<file path="src/rtl/mac_sequencer_if.sv">
// Handshake bundle joining the MAC sequencer to its operand source, the
// sequential Booth multiplier and the result consumer.
interface mac_sequencer_if #(
    parameter int WIDTH = 16,
    parameter int ACC_W = 40,
    parameter int CNT_W = 16
);
    logic                      in_valid;
    logic                      in_ready;
    logic signed [WIDTH-1:0]   in_a;
    logic signed [WIDTH-1:0]   in_b;
    logic                      in_last;
    logic                      mul_start;
    logic signed [WIDTH-1:0]   mul_multiplier;
    logic signed [WIDTH-1:0]   mul_multiplicand;
    logic signed [2*WIDTH-1:0] mul_product;
    logic                      out_valid;
    logic                      out_ready;
    logic signed [ACC_W-1:0]   out_acc;
    logic [CNT_W-1:0]          out_count;
    logic                      out_ovf;

    // Environment side: operand source, multiplier and result consumer.
    modport master (
        output in_valid, in_a, in_b, in_last, mul_product, out_ready,
        input  in_ready, mul_start, mul_multiplier, mul_multiplicand,
               out_valid, out_acc, out_count, out_ovf
    );

    modport slave (
        input  in_valid, in_a, in_b, in_last, mul_product, out_ready,
        output in_ready, mul_start, mul_multiplier, mul_multiplicand,
               out_valid, out_acc, out_count, out_ovf
    );
endinterface

</file>
<file path="src/rtl/mac_sequencer.sv">
// Feeds one operand pair at a time to a fixed-latency multiplier and accumulates
// the products into a dot product. `MAC_SATURATE_EN selects saturating accumulation.
module mac_sequencer #(
    parameter int WIDTH       = 16,
    parameter int ACC_GUARD   = 8,
    parameter int MUL_LATENCY = 2*WIDTH+3,
    parameter int CNT_W       = 16
) (
    input logic            clk,
    input logic            rst,
    mac_sequencer_if.slave bus
);
    localparam int ACC_W  = 2*WIDTH + ACC_GUARD;
    localparam int WAIT_W = $clog2(MUL_LATENCY) + 1;

    typedef enum logic [2:0] {IDLE, ISSUE, WAIT, ACCUM, OUTPUT} state_t;

    state_t                  state, state_nx;
    logic [WAIT_W-1:0]       wait_cnt;
    logic                    last_q;
    logic signed [ACC_W-1:0] acc, acc_nx;
    logic [CNT_W-1:0]        count;
    logic signed [ACC_W:0]   prod_x, sum_x;
    logic                    ovf_hit;

    // One extra bit lets the saturating build see the true sign of the sum.
    assign prod_x = (ACC_W+1)'(bus.mul_product);
    assign sum_x  = {acc[ACC_W-1], acc} + prod_x;

`ifdef MAC_SATURATE_EN
    logic ovf;

    always_comb begin
        acc_nx  = sum_x[ACC_W-1:0];
        ovf_hit = 1'b0;
        if (sum_x[ACC_W] != sum_x[ACC_W-1]) begin
            ovf_hit = 1'b1;
            acc_nx  = sum_x[ACC_W] ? {1'b1, {(ACC_W-1){1'b0}}}
                                   : {1'b0, {(ACC_W-1){1'b1}}};
        end
    end

    always_ff @(posedge clk or posedge rst) begin
        if (rst)
            ovf <= 1'b0;
        else if (state == ACCUM && ovf_hit)
            ovf <= 1'b1;
        else if (state == OUTPUT && bus.out_ready)
            ovf <= 1'b0;
    end

    assign bus.out_ovf = ovf;
`else
    assign acc_nx      = sum_x[ACC_W-1:0];
    assign ovf_hit     = 1'b0;
    assign bus.out_ovf = 1'b0;
`endif

    always_comb begin
        state_nx      = state;
        bus.in_ready  = 1'b0;
        bus.mul_start = 1'b0;
        bus.out_valid = 1'b0;
        case (state)
            IDLE: begin
                bus.in_ready = 1'b1;
                if (bus.in_valid) state_nx = ISSUE;
            end
            ISSUE: begin
                bus.mul_start = 1'b1;
                state_nx      = WAIT;
            end
            WAIT:   if (wait_cnt == '0) state_nx = ACCUM;
            ACCUM:  state_nx = last_q ? OUTPUT : IDLE;
            OUTPUT: begin
                bus.out_valid = 1'b1;
                if (bus.out_ready) state_nx = IDLE;
            end
            default: state_nx = IDLE;
        endcase
    end

    // WAIT spans MUL_LATENCY-1 cycles so ACCUM lands on the first valid product.
    always_ff @(posedge clk or posedge rst) begin
        if (rst) begin
            state                <= IDLE;
            wait_cnt             <= '0;
            last_q               <= 1'b0;
            bus.mul_multiplier   <= '0;
            bus.mul_multiplicand <= '0;
            acc                  <= '0;
            count                <= '0;
        end else begin
            state <= state_nx;
            case (state)
                IDLE: if (bus.in_valid) begin
                    bus.mul_multiplier   <= bus.in_a;
                    bus.mul_multiplicand <= bus.in_b;
                    last_q               <= bus.in_last;
                end
                ISSUE: wait_cnt <= WAIT_W'(MUL_LATENCY - 2);
                WAIT:  wait_cnt <= wait_cnt - WAIT_W'(1);
                ACCUM: begin
                    acc   <= acc_nx;
                    count <= count + CNT_W'(1);
                end
                OUTPUT: if (bus.out_ready) begin
                    acc   <= '0;
                    count <= '0;
                end
                default: ;
            endcase
        end
    end

    assign bus.out_acc   = acc;
    assign bus.out_count = count;
endmodule
</file>
<file path="src/flat_wrapper.sv">
// flat-port wrapper written by rule: the top's interface ports become plain ports
module mac_sequencer_flat 
#(
    parameter int WIDTH       = 16,
    parameter int ACC_GUARD   = 8,
    parameter int MUL_LATENCY = 2*WIDTH+3,
    parameter int CNT_W       = 16
)
  (clk, rst, bus_in_valid, bus_in_a, bus_in_b, bus_in_last, bus_mul_product, bus_out_ready, bus_in_ready, bus_mul_start, bus_mul_multiplier, bus_mul_multiplicand, bus_out_valid, bus_out_acc, bus_out_count, bus_out_ovf);
  mac_sequencer_if #(.WIDTH(WIDTH), .CNT_W(CNT_W)) bus_i ();
  input logic clk;
  input logic rst;
  input wire logic [$bits(bus_i.in_valid)-1:0] bus_in_valid;
  input wire logic [$bits(bus_i.in_a)-1:0] bus_in_a;
  input wire logic [$bits(bus_i.in_b)-1:0] bus_in_b;
  input wire logic [$bits(bus_i.in_last)-1:0] bus_in_last;
  input wire logic [$bits(bus_i.mul_product)-1:0] bus_mul_product;
  input wire logic [$bits(bus_i.out_ready)-1:0] bus_out_ready;
  output wire logic [$bits(bus_i.in_ready)-1:0] bus_in_ready;
  output wire logic [$bits(bus_i.mul_start)-1:0] bus_mul_start;
  output wire logic [$bits(bus_i.mul_multiplier)-1:0] bus_mul_multiplier;
  output wire logic [$bits(bus_i.mul_multiplicand)-1:0] bus_mul_multiplicand;
  output wire logic [$bits(bus_i.out_valid)-1:0] bus_out_valid;
  output wire logic [$bits(bus_i.out_acc)-1:0] bus_out_acc;
  output wire logic [$bits(bus_i.out_count)-1:0] bus_out_count;
  output wire logic [$bits(bus_i.out_ovf)-1:0] bus_out_ovf;
  assign bus_i.in_valid = bus_in_valid;
  assign bus_i.in_a = bus_in_a;
  assign bus_i.in_b = bus_in_b;
  assign bus_i.in_last = bus_in_last;
  assign bus_i.mul_product = bus_mul_product;
  assign bus_i.out_ready = bus_out_ready;
  assign bus_in_ready = bus_i.in_ready;
  assign bus_mul_start = bus_i.mul_start;
  assign bus_mul_multiplier = bus_i.mul_multiplier;
  assign bus_mul_multiplicand = bus_i.mul_multiplicand;
  assign bus_out_valid = bus_i.out_valid;
  assign bus_out_acc = bus_i.out_acc;
  assign bus_out_count = bus_i.out_count;
  assign bus_out_ovf = bus_i.out_ovf;
  mac_sequencer #(.WIDTH(WIDTH), .ACC_GUARD(ACC_GUARD), .MUL_LATENCY(MUL_LATENCY), .CNT_W(CNT_W)) u_core (.clk(clk), .rst(rst), .bus(bus_i));
endmodule
</file>
<file path="config.mk">
export PLATFORM = sky130hd
export DESIGN_NAME = mac_sequencer_flat
export DESIGN_NICKNAME = d
export VERILOG_FILES = /design/src/rtl/mac_sequencer_if.sv /design/src/rtl/mac_sequencer.sv /design/src/flat_wrapper.sv
export SDC_FILE = /design/constraint.sdc
export NUM_CORES = 1
export LEC_CHECK = 0
export CAP_MARGIN = 20
export CORE_MARGIN = 3
export CORE_UTILIZATION = 46
export CTS_BUF_LIST = sky130_fd_sc_hd__clkbuf_8
export CTS_CLUSTER_SIZE = 24
export DETAILED_ROUTE_END_ITERATION = 10
export GPL_TIMING_DRIVEN = 0
export HOLD_SLACK_MARGIN = 0.03
export PLACE_DENSITY = 0.75
export SLEW_MARGIN = 15
export SYNTH_ARGS = -nofsm -noshare
export SYNTH_HDL_FRONTEND = slang
export SYNTH_SLANG_ARGS = --single-unit
</file>
<file path="constraint.sdc">
create_clock -name clk -period 3.04 [get_ports clk]
set_input_delay 0.456 -clock clk [delete_from_list [all_inputs] [get_ports clk]]
set_output_delay 0.456 -clock clk [all_outputs]
set_load 0.05 [all_outputs]
</file>
==> results.md <==
- Slowest stage cell on the critical path: clkdlybuf4s50_1
- Core box area: between 0.01 and 0.015 mm2
- Commonest cells after routing, fill and taps aside: clkdlybuf4s50_1, dfrtp_1, nand2_1
- Fmax: 331 MHz
- Yosys reg bits: 99
- Maximum buffer depth of the clock tree: 2
- Post-Synth XOR/XNOR Area: 7.18%
- CP Data Arrival Time: 3300 ps
- Syn_area_per_cell: about 9.5 um2
- Post-Place Setup Slack: -502 ps
- Area contributors post-synth: dfrtp_1, ha_1, mux2_2
- Tmin final: 3020 ps
- Post-synth EDFFs: 0
- Port Buf Inserts: 159
- Synth warn: 0
- Post-synthesis cell area: 0.00610 mm2
- Worst-path maximum fanout: 9
- Fill count: 1,017
- Ys flop type: dfrtp_1
- CP Capture Type: register
- Average wire per standard cell: about 17 um
- Setup ws final: 18.9 ps
- Asr flop ratio synth: 100%
- Status: complete, no violations
- Highest routed layer: met4
- Placed Cells: 975
- DRC viols: 0
- Worst slew margin: 55.2%
- Least-Margin Pin Slew: about 670 ps
- Ant. Diodes: 0
- Clock transition at the registers of the reported paths: 100 ps
- Multi-input gate area: 0.00353 mm2
- Via density: between 5 and 6
- Lkg Pwr: 3.57 nW
- Number of global-route vias before repair: around 5,500
- CP required: 3320 ps
- Register area: 0.00248 mm2
- Fin cells: between 900 and 1,000
- Critical setup path kind: in2reg
- Detailed-placement wirelength estimate: approximately 13,000 um
- Syn Nets: between 700 and 800
- Layout Nets: about 930
- Initial antenna violation count: 0
- First-pass GRT wire length: 26,800 um
- Drt total wl: approximately 16,000 um
- WL met1: 6880 um
- IO Count: 161
- Grt total ovfl: 0
- Die area: 0.0147 mm2
- Length of routed met2 wiring: approximately 8000 um
- Max-capacitance violation count: 0
- Largest net degree at the start of global routing: 25
- DRT Pass-1 Iters: 5
- Simple-gate share of the synthesized area: 15.0%
- Post-synthesis mux area share: 6.26%
- Peak supply drop: 743 uV
- Slew Viols, Final: 0
- DRT iter0 DRCs: 307
- Seq/Total Area, Yosys: 40.6%
- Area fraction of the dominant cell type after synthesis: 40.6%
- Count of different cell masters after synthesis: 64
- WP buf/inv: 1
- Total CTS buffers: 9
- Met3 routed WL: 1030 um
- Synth Area in Compound Gates: between 10% and 20%
- Endpoints failing hold: 0
- GRT Util Overall: 22.7%
- Die Ht: 121 um
- Flop2flop setup slack: approximately 100 ps
- Die X: 121 um
- Startpoint type of the worst setup path: primary input
- H-tree depth: 3
- Final setup viols: 0
- GPL Wtd Cong: 0.909
- P per Cell Area: 1250 mW/mm2
- CTS tree: done
- Initial Utilization: ~48%
- Worst Clk Skew: around 15 ps
- Largest family of logic cells by synthesized area: compound AO/OA/AOI/OAI gates
- Top delay family on crit path: compound AO/OA/AOI/OAI gates
- Hold Path Class: in2async
- Post-synthesis cell count: 640
- Worst Hold Margin: 415 ps
- Post-Synth Adder-Cell Area: between 8 and 9%
- Power Total: 10.5 mW
- Clock sinks: 99
- Layout cell share with drive strength beyond 1: 13.0%
- Post-route clock period utilization: 99.4%
- Skew-Pair Late Insertion Delay: 380 ps
- CP max stage delay: ~470 ps
- Area leader, netlist: dfrtp_1
- Post-route ant nets: 0
- Commonest non-fill, non-tap cell in the layout: clkdlybuf4s50_1
- Final core occ: 65.5%
- Critical-path cell list: clkdlybuf4s50_1, ha_2, a21oi_1, o221ai_2, a31oi_2, a31oi_2, a21oi_2, o21ai_1, a21oi_1, xnor2_1, o21bai_1, a22o_1
- Area grow syn2layout: 37.2%
- Vias after detailed routing: 5,521
- Rows: 41
- Clk Tree Root Cell: clkbuf_8
per-stage QoR:
step                area (um2)  TNS [ps]
finish                    8370         0
global route              8370      -124
CTS                       8210         0
detailed placement        8010     -5020
global placement          7910     -4590
floorplan                 6100         0
metal layers:
metal,track usage (%),vias up
li1,-,2649
met5,0,-
met3,4.43,31
met4,9.42,0
met2,38.2,200
met1,28.5,2641
cell type report:
class / instances / area share [%]
Clock inverter: 5 / 0.434
Sequential cell: 99 / 29.6
Multi-Input combinational cell: 493 / 42.3
Inverter: 18 / 0.853
Buffer: 28 / 1.54
Tap cell: 172 / 2.57
Timing Repair Buffer: 170 / 20.9
Clock buffer: 11 / 1.81
cell families (layout without fill, tap and decap cells):
| family | count (synthesis) | count (layout) |
|---|---|---|
| fa+ha+maj | 43 | 43 |
| buf+inv | 48 | 232 |
| xor+xnor | 50 | 50 |
| other cells | 1 | 1 |
| compound gates | 176 | 176 |
| simple gates | 189 | 189 |
| flops | 99 | 99 |
| mux | 34 | 34 |
Yosys cell counts, types with 6 or more instances:
cell,instances
xor2_1,31
ha_1,42
clkbuf_1,24
nand2_1,59
mux2_2,33
and3_1,7
dfrtp_1,99
o21ai_0,58
nand3_1,30
inv_1,17
xnor2_1,19
a21oi_1,46
o21bai_1,6
nor3_1,9
nor2_1,42
a21o_1,13
o21ai_1,10
nand4_1,11
timing repair:
action,CTS,global route
gates resized for setup,1,28
setup endpoints to repair,2,13
buffers inserted,1,6
hold buffers,0,0
endpoints found under the hold margin,0,0
pin swaps,3,18
power breakdown:
part | switching [mW] | leakage [nW] | internal (mW)
combinational | 4.51 | 2.25 | 2.73
clock | 0.484 | 0.104 | 0.348
sequential | 0.492 | 1.21 | 1.93
flip-flops by register name (all words and copies together) (netlist names):
signal	cells
u_core.bus.mul_multiplicand	16
u_core.bus.mul_multiplier	16
u_core.bus.out_acc	40
u_core.bus.out_count	16
u_core.last_q	1
u_core.state	3
u_core.wait_cnt	7
final timing paths:
check	start	end	cells past startpoint
worst max-delay path	bus_mul_product[10]	u_core.bus.out_acc[39]$_DFFE_PP0P_	12
worst min-delay path	rst	u_core.bus.mul_multiplier[8]$_DFFE_PP0P_	2
worst max register to register	u_core.bus.out_acc[8]$_DFFE_PP0P_	u_core.bus.out_acc[39]$_DFFE_PP0P_	11
worst min register to register	u_core.last_q$_DFFE_PP0P_	u_core.state[2]$_DFFE_PP0P_	2
max in group asynchronous	rst	u_core.bus.out_count[3]$_DFFE_PP0P_	6
min in group clk	u_core.last_q$_DFFE_PP0P_	u_core.state[2]$_DFFE_PP0P_	2
(Power assumes the default switching activity.)
